===== src/rtl/averager_scheduler_pkg.sv =====
// Shared definitions for the averager scheduler: FSM states, readout FIFO sizing
// and the index-to-byte-address shift.
package averager_scheduler_pkg;

    typedef enum logic [2:0] {
        ST_IDLE,
        ST_ARM,
        ST_WAIT_BUSY,
        ST_WAIT_READY,
        ST_READOUT,
        ST_DONE
    } state_e;

    localparam int FIFO_SLACK = 2;
    localparam int ADDR_SHIFT = 2;

    // Enough room for every read in flight through the BRAM plus slack for full rate.
    function automatic int fifo_depth(input int bram_latency);
        return bram_latency + FIFO_SLACK;
    endfunction

endpackage


===== src/rtl/averager_readout_fifo.sv =====
// Small synchronous FIFO between the BRAM read pipeline and the output stream;
// its occupancy count feeds the read-credit logic in the scheduler.
module averager_readout_fifo #(
    parameter int DEPTH = 4,
    parameter int WIDTH = 33,
    localparam int CW = $clog2(DEPTH + 1),
    localparam int PW = (DEPTH > 1) ? $clog2(DEPTH) : 1
) (
    input  logic             clk,
    input  logic             aresetn,
    input  logic             wr_en,
    input  logic [WIDTH-1:0] wr_data,
    input  logic             rd_en,
    output logic [WIDTH-1:0] rd_data,
    output logic             empty,
    output logic [CW-1:0]    count
);

    logic [WIDTH-1:0] mem_q [DEPTH];
    logic [PW-1:0]    wptr_q, wptr_d, rptr_q, rptr_d;
    logic [CW-1:0]    count_q, count_d;
    logic             full, do_wr, do_rd;

    assign empty   = (count_q == '0);
    assign full    = (count_q == CW'(DEPTH));
    assign do_wr   = wr_en && !full;
    assign do_rd   = rd_en && !empty;
    assign rd_data = mem_q[rptr_q];
    assign count   = count_q;

    always_comb begin
        wptr_d  = wptr_q;
        rptr_d  = rptr_q;
        count_d = count_q + CW'(do_wr) - CW'(do_rd);
        if (do_wr) begin
            wptr_d = (wptr_q == PW'(DEPTH - 1)) ? '0 : wptr_q + 1'b1;
        end
        if (do_rd) begin
            rptr_d = (rptr_q == PW'(DEPTH - 1)) ? '0 : rptr_q + 1'b1;
        end
    end

    always_ff @(posedge clk or negedge aresetn) begin
        if (!aresetn) begin
            wptr_q  <= '0;
            rptr_q  <= '0;
            count_q <= '0;
        end else begin
            wptr_q  <= wptr_d;
            rptr_q  <= rptr_d;
            count_q <= count_d;
        end
    end

    always_ff @(posedge clk) begin
        if (do_wr) begin
            mem_q[wptr_q] <= wr_data;
        end
    end

endmodule


===== src/rtl/averager_scheduler.sv =====
// Sequences one averager frame: restart the counter, wait for it to finish,
// then stream the accumulation BRAM out over AXI4-Stream with backpressure.
module averager_scheduler
    import averager_scheduler_pkg::*;
#(
    parameter int FAST_COUNT_WIDTH = 13,
    parameter int SLOW_COUNT_WIDTH = 19,
    parameter int DATA_WIDTH       = 32,
    parameter int BRAM_LATENCY     = 2,
    parameter int TIMEOUT_WIDTH    = 32
) (
    input  logic                          clk,
    input  logic                          aresetn,
    input  logic                          start,
    input  logic                          stop,
    input  logic                          continuous,
    input  logic [FAST_COUNT_WIDTH-1:0]   count_max,
    input  logic [TIMEOUT_WIDTH-1:0]      timeout_cycles,
    output logic                          avg_restart,
    input  logic                          avg_ready,
    input  logic [SLOW_COUNT_WIDTH-1:0]   avg_n_avg,
    output logic                          bram_en,
    output logic [FAST_COUNT_WIDTH+1:0]   bram_addr,
    input  logic [DATA_WIDTH-1:0]         bram_rdata,
    output logic [DATA_WIDTH-1:0]         m_tdata,
    output logic                          m_tvalid,
    input  logic                          m_tready,
    output logic                          m_tlast,
    output logic [SLOW_COUNT_WIDTH-1:0]   n_avg,
    output logic                          busy,
    output logic                          done,
    output logic                          error,
    output logic [31:0]                   frame_count
);

    localparam int DEPTH = fifo_depth(BRAM_LATENCY);
    localparam int CW    = $clog2(DEPTH + 1);

    state_e                        state_q, state_d;
    logic [FAST_COUNT_WIDTH-1:0]   count_max_q, count_max_d;
    logic [FAST_COUNT_WIDTH-1:0]   rd_idx_q, rd_idx_d;
    logic                          rd_done_q, rd_done_d;
    logic [SLOW_COUNT_WIDTH-1:0]   n_avg_q, n_avg_d;
    logic                          error_q, error_d;
    logic                          stop_req_q, stop_req_d;
    logic [31:0]                   frame_count_q, frame_count_d;
    logic [TIMEOUT_WIDTH-1:0]      timer_q, timer_d;
    logic [BRAM_LATENCY-1:0]       vpipe_q, vpipe_d, lpipe_q, lpipe_d;

    logic [CW-1:0]                 inflight, fifo_count;
    logic [CW:0]                   credit_used;
    logic [DATA_WIDTH:0]           fifo_rdata;
    logic                          fifo_empty, fifo_pop, rd_fire, rd_last, timeout_hit;

    always_comb begin
        inflight = '0;
        for (int i = 0; i < BRAM_LATENCY; i++) begin
            inflight = inflight + CW'(vpipe_q[i]);
        end
    end

    // A read is only issued if its word is guaranteed a FIFO slot on return.
    assign credit_used = {1'b0, inflight} + {1'b0, fifo_count};
    assign rd_last     = (rd_idx_q == count_max_q);
    assign rd_fire     = (state_q == ST_READOUT) && !rd_done_q && (credit_used < (CW + 1)'(DEPTH));
    assign fifo_pop    = !fifo_empty && m_tready;
    assign timeout_hit = (timeout_cycles != '0) &&
                         ((timer_q + TIMEOUT_WIDTH'(1)) == timeout_cycles);

    always_comb begin
        vpipe_d[0] = rd_fire;
        lpipe_d[0] = rd_last;
        for (int i = 1; i < BRAM_LATENCY; i++) begin
            vpipe_d[i] = vpipe_q[i-1];
            lpipe_d[i] = lpipe_q[i-1];
        end
    end

    always_comb begin
        state_d       = state_q;
        count_max_d   = count_max_q;
        rd_idx_d      = rd_idx_q;
        rd_done_d     = rd_done_q;
        n_avg_d       = n_avg_q;
        error_d       = error_q;
        stop_req_d    = stop_req_q;
        frame_count_d = frame_count_q;
        timer_d       = timer_q;

        if (stop && (state_q != ST_IDLE)) begin
            stop_req_d = 1'b1;
        end

        case (state_q)
            ST_IDLE: begin
                if (start) begin
                    count_max_d = count_max;
                    error_d     = 1'b0;
                    stop_req_d  = 1'b0;
                    state_d     = ST_ARM;
                end
            end
            ST_ARM: begin
                timer_d = '0;
                state_d = ST_WAIT_BUSY;
            end
            ST_WAIT_BUSY: begin
                if (!avg_ready) begin
                    timer_d = '0;
                    state_d = ST_WAIT_READY;
                end else if (timeout_hit) begin
                    error_d = 1'b1;
                    state_d = ST_IDLE;
                end else begin
                    timer_d = timer_q + TIMEOUT_WIDTH'(1);
                end
            end
            ST_WAIT_READY: begin
                if (avg_ready) begin
                    n_avg_d   = avg_n_avg;
                    rd_idx_d  = '0;
                    rd_done_d = 1'b0;
                    state_d   = ST_READOUT;
                end else if (timeout_hit) begin
                    error_d = 1'b1;
                    state_d = ST_IDLE;
                end else begin
                    timer_d = timer_q + TIMEOUT_WIDTH'(1);
                end
            end
            ST_READOUT: begin
                if (rd_fire) begin
                    if (rd_last) begin
                        rd_done_d = 1'b1;
                    end else begin
                        rd_idx_d = rd_idx_q + 1'b1;
                    end
                end
                if (fifo_pop && fifo_rdata[DATA_WIDTH]) begin
                    state_d = ST_DONE;
                end
            end
            ST_DONE: begin
                frame_count_d = frame_count_q + 32'd1;
                state_d       = (continuous && !stop_req_q) ? ST_ARM : ST_IDLE;
            end
            default: state_d = ST_IDLE;
        endcase
    end

    always_ff @(posedge clk or negedge aresetn) begin
        if (!aresetn) begin
            state_q       <= ST_IDLE;
            count_max_q   <= '0;
            rd_idx_q      <= '0;
            rd_done_q     <= 1'b0;
            n_avg_q       <= '0;
            error_q       <= 1'b0;
            stop_req_q    <= 1'b0;
            frame_count_q <= '0;
            timer_q       <= '0;
            vpipe_q       <= '0;
            lpipe_q       <= '0;
        end else begin
            state_q       <= state_d;
            count_max_q   <= count_max_d;
            rd_idx_q      <= rd_idx_d;
            rd_done_q     <= rd_done_d;
            n_avg_q       <= n_avg_d;
            error_q       <= error_d;
            stop_req_q    <= stop_req_d;
            frame_count_q <= frame_count_d;
            timer_q       <= timer_d;
            vpipe_q       <= vpipe_d;
            lpipe_q       <= lpipe_d;
        end
    end

    averager_readout_fifo #(
        .DEPTH (DEPTH),
        .WIDTH (DATA_WIDTH + 1)
    ) u_fifo (
        .clk     (clk),
        .aresetn (aresetn),
        .wr_en   (vpipe_q[BRAM_LATENCY-1]),
        .wr_data ({lpipe_q[BRAM_LATENCY-1], bram_rdata}),
        .rd_en   (fifo_pop),
        .rd_data (fifo_rdata),
        .empty   (fifo_empty),
        .count   (fifo_count)
    );

    assign avg_restart = (state_q == ST_ARM);
    assign busy        = (state_q != ST_IDLE);
    assign done        = (state_q == ST_DONE);
    assign bram_en     = rd_fire;
    assign bram_addr   = {rd_idx_q, {ADDR_SHIFT{1'b0}}};
    assign m_tvalid    = !fifo_empty;
    assign m_tdata     = fifo_empty ? '0 : fifo_rdata[DATA_WIDTH-1:0];
    assign m_tlast     = !fifo_empty && fifo_rdata[DATA_WIDTH];
    assign n_avg       = n_avg_q;
    assign error       = error_q;
    assign frame_count = frame_count_q;

endmodule


===== config.mk =====
export PLATFORM = sky130hd
export DESIGN_NAME = averager_scheduler
export DESIGN_NICKNAME = d
export VERILOG_FILES = /design/src/rtl/averager_scheduler_pkg.sv /design/src/rtl/averager_readout_fifo.sv /design/src/rtl/averager_scheduler.sv
export SDC_FILE = /design/constraint.sdc
export NUM_CORES = 1
export LEC_CHECK = 0
export BUFFER_PORTS_ARGS = -buffer_cell sky130_fd_sc_hd__buf_2
export CAP_MARGIN = 20
export CELL_PAD_IN_SITES_DETAIL_PLACEMENT = 0
export CELL_PAD_IN_SITES_GLOBAL_PLACEMENT = 1
export CORE_UTILIZATION = 40
export CTS_CLUSTER_SIZE = 30
export DETAILED_ROUTE_END_ITERATION = 10
export GPL_ROUTABILITY_DRIVEN = 0
export GPL_TIMING_DRIVEN = 0
export PLACE_DENSITY_LB_ADDON = 0.1
export SKIP_CTS_REPAIR_TIMING = 1
export SYNTH_ARGS = -nofsm -noshare
export SYNTH_HDL_FRONTEND = slang
export SYNTH_SLANG_ARGS = --single-unit

===== constraint.sdc =====
create_clock -name clk -period 3.75 [get_ports clk]
set_input_delay 0.375 -clock clk [delete_from_list [all_inputs] [get_ports clk]]
set_output_delay 0.375 -clock clk [all_outputs]
set_load 0.05 [all_outputs]

==> key figures <==
Worst setup path
  – Worst Path Class, Setup: flip-flop to flip-flop
  – Highest net fanout along the worst path: 10
  – Endpoint kind of the worst setup timing path: flip-flop
  – Setup crit start kind: flip-flop
  – Data required, critical path: between 4000 and 5000 ps
  – Largest delay contributor family on the critical path: simple AND/OR/NAND/NOR gates
  – Buffers and inverters on the worst path: 2
  – Data arrival, critical path: ~4000 ps
  – Cells along the critical path: ha_4, nand3_2, or3_4, or4_4, xnor2_2, nand4_1, nor2_4, nand3_4, o21ai_4, inv_1, buf_2, o22ai_1
  – Crit-path slowest cell: sky130_fd_sc_hd__or4_4
  – Stage delay of the slowest cell on the critical path: ~600 ps
  – Register-to-register path setup slack: 130 ps

Outcome
  – Outcome: finished, final reports clean

Synth
  – Post-synth EDFFs: 132
  – Syn_area_per_cell: about 12 um2
  – Leading register cell type out of synthesis: sky130_fd_sc_hd__edfxtp_1
  – Post-synthesis cell count: 1,027
  – Sequential cell area fraction in the yosys report: 0.574
  – Register bit total from synthesis: roughly 260
  – Synth async-reset ratio: 0.488
  – Number of distinct standard cells referenced by the synthesized netlist: 77
  – Number of warnings printed during yosys synthesis: 0
  – Mapped cell area: 12,400 um2

Pwr
  – Overall Power: about 10 mW
  – Clock network fraction of design power: 0.278
  – Cell-internal power: 6.26 mW
  – Leakage: around 6.3 nW
  – Fraction of power consumed by combinational cells: 0.382
  – Power density over the cells: a little under 700 nW/um2
  – Share of power burned in registers: 0.339
  – Fraction of power spent switching nets: 0.391
  – Worst-case vdd ir drop: ~370 uV
  – Switching power summed over all nets: between 4 and 5 mW

Floorplan
  – Die Width: approximately 180 um
  – Number of primary I/O pins: around 210
  – Core ar.: about 31,000 um2
  – Starting density of the core: 0.406
  – DIE HEIGHT: ~180 um
  – Area of the die: 31,700 um2
  – Site Rows: between 60 and 70

Detailed routing
  – Ratio of routed vias to standard cells: between 5 and 6
  – First drt pass iteration count: 5
  – DR iter-0 viols: between 600 and 700
  – Vias: between 8,000 and 9,000
  – Post-DRT Antenna Nets: 0
  – DRC errors left: 0
  – Average wire per cell in the routed design: roughly 19 um
  – Total wirelength of the detailed-routed design: 31.6 mm

GRT
  – Antenna violations before repair: 2
  – Aggregate global-route resource usage: 0.201
  – Pin count of the biggest net entering global routing: between 80 and 90
  – Via count of the first global-routing pass: approximately 8,500
  – Wire length of the first global-routing pass: between 40 and 50 mm
  – GRT overflow: 0

Finish
  – Growth of design area from synthesis to finish: 23.0%
  – Filler cell count: roughly 2,800
  – Ratio of cells with drive above 1 in the final layout: 0.286
  – Number of nets at the end of the flow: roughly 1,400

Place
  – Number of buffers inserted by port buffering: just over 200
  – DPL Wire Length: approximately 23 mm

Timing
  – Transition at the pin with the smallest max-transition slack: 849 ps
  – Post-layout minimum cycle time: approximately 3600 ps
  – Final setup violation count: 0
  – Clock Skews: 10.1 ps
  – Number of hold violations in the final report: 0
  – Worst hold margin: between 30 and 40 ps
  – Upper clock frequency limit: approximately 0.28 GHz
  – Relative slew slack: 0.430
  – Max-slew violation total from the final report: 0
  – Final cycle utilization of the critical path: 0.964

Clock tree
  – # H-tree levels: 1
  – Worst-case clock buffer depth: 3
  – TritonCTS clock tree: built
  – TritonCTS buffer count: 29
  – # clock sinks: 258
  – Clk Latency, worst-skew pair: ~540 ps
  – Clock-pin transition on the worst setup and hold timing paths: roughly 60 ps
  – CTS root buffer: sky130_fd_sc_hd__clkbuf_16

Flow run
  – # Max-Cap Violations: 0

Min path
  – Classification of the worst-slack hold path: primary input to flip-flop
-- kinds of logic after synthesis --
logic type,synth area share
and+or+nand+nor,0.160
DFF,0.574
AOI/OAI and AO/OA,0.0797
xor gates and xnor gates,0.0692
buffers and inverters,0.0281
muxes,0.0751
adders and majority gates,0.0137
other,0.000302
-- synth_stat cells (all sizes together) (3+ instances only) --
master,count,area (um2)
edfxtp,132,3960
dfrtp,126,3150
nand2,114,428
xnor2,66,578
nor2,55,206
and2,43,269
nand3,38,205
o21ai,34,181
a31oi,33,206
clkbuf,33,124
mux4,33,743
inv,32,120
xor2,32,280
nand4,26,184
nor4,21,159
buf,20,105
nor3,17,90.1
and3,16,100
mux2,15,169
ha,12,150
a21oi,11,55.1
or3,11,78.8
a21o,10,75.1
o211ai,10,75.1
nand2b,8,50.1
a211oi,7,52.6
nor2b,6,37.5
or4,6,45.0
and4,4,35.0
o22ai,4,25.0
or2,4,25.0
a211o,3,26.3
a31o,3,26.3
nor3b,3,22.5
-- flip-flops by register name, indices dropped and copies added, names as in the netlist --
name / cells
u_fifo.mem_q: 132
frame_count: 32
timer_q: 32
n_avg: 19
count_max_q: 13
rd_idx_q: 13
state_q: 3
u_fifo.count: 3
lpipe_q: 2
u_fifo.rptr_q: 2
u_fifo.wptr_q: 2
vpipe_q: 2
error: 1
rd_done_q: 1
stop_req_q: 1
-- routing by layer --
| metal | wire length, um | track usage | up-vias |
|---|---|---|---|
| met4 | 466 | 0.0370 | 2 |
| met2 | 14100 | 0.306 | 247 |
| met3 | 1890 | 0.0379 | 37 |
| met5 | 8 | 0 | - |
| met1 | 15100 | 0.298 | 4353 |
| li1 | - | - | 4286 |
-- per-stage QoR --
step                      TNS, ps  instances  instance area [um2]   util  setup slack, ps
after global placement      -8090       1629                13900  0.455             -449
after global routing        -12.4       1700                15300  0.499            -12.4
final                           0       1701                15300  0.499              134
after floorplan                 0       1028                12400      -              488
after detailed placement    -7750       1635                14100  0.460             -413
after CTS                   -8510       1688                15000  0.491             -433
-- layout by cell type (no fill, tap or decap), types with 15 or more instances in the layout --
master	instances
sky130_fd_sc_hd__a31oi_1	33
sky130_fd_sc_hd__nor4_1	17
sky130_fd_sc_hd__edfxtp_1	132
sky130_fd_sc_hd__dfrtp_1	124
sky130_fd_sc_hd__xnor2_1	65
sky130_fd_sc_hd__mux4_2	33
sky130_fd_sc_hd__nor3_1	16
sky130_fd_sc_hd__clkbuf_16	29
sky130_fd_sc_hd__xor2_1	32
sky130_fd_sc_hd__nand2_1	112
sky130_fd_sc_hd__nand3_1	34
sky130_fd_sc_hd__nand4_1	24
sky130_fd_sc_hd__clkbuf_1	38
sky130_fd_sc_hd__buf_4	18
sky130_fd_sc_hd__buf_2	215
sky130_fd_sc_hd__and3_1	16
sky130_fd_sc_hd__mux2_2	15
sky130_fd_sc_hd__inv_1	32
sky130_fd_sc_hd__nor2_1	52
sky130_fd_sc_hd__and2_1	38
sky130_fd_sc_hd__o21ai_0	25
-- tightest hold or removal path, stage by stage --
cell	delay (ps)
sky130_fd_sc_hd__buf_2	70
sky130_fd_sc_hd__nand2_1	40
sky130_fd_sc_hd__nand2_1	40
-- path summary, 6_finish.rpt --
kind	start	to	cells after the start
setup / recovery	timer_q[0]$_DFFE_PN0P_	timer_q[18]$_DFFE_PN0P_	12
hold / removal	avg_n_avg[14]	n_avg[14]$_DFFE_PN0P_	3
setup reg to reg	timer_q[0]$_DFFE_PN0P_	timer_q[18]$_DFFE_PN0P_	12
hold reg to reg	lpipe_q[0]$_DFF_PN0_	lpipe_q[1]$_DFF_PN0_	0
max in group asynchronous	aresetn	n_avg[10]$_DFFE_PN0P_	3
min in group asynchronous	aresetn	timer_q[7]$_DFFE_PN0P_	2
-- area by class of cell --
cell class,count,area [um2],share of cell area
buffer,52,235,0.0154
antenna,1,2.50,0.000164
inverter,32,120,0.00787
clock inverter,9,126,0.00828
timing repair buffer,224,1250,0.0821
multi-input combinational,685,5070,0.332
sequential,258,7120,0.466
tap,396,495,0.0325
clock buffer,44,842,0.0552
-- power groups by stage --
| stage | Clock [mW] | Combinational (mW) | Sequential, mW |
|---|---|---|---|
| 2_1_floorplan | 0 | 2.52 | 3.89 |
| 4_1_cts | 2.95 | 3.95 | 3.49 |
| 3_3_place_gp | 0 | 3.90 | 3.54 |
| 5_1_grt | 3.07 | 4.23 | 3.53 |
| 6_report | 2.87 | 3.93 | 3.49 |
| 3_5_place_dp | 0 | 3.94 | 3.54 |
No activity file was read; power rests on OpenSTA's default activity.
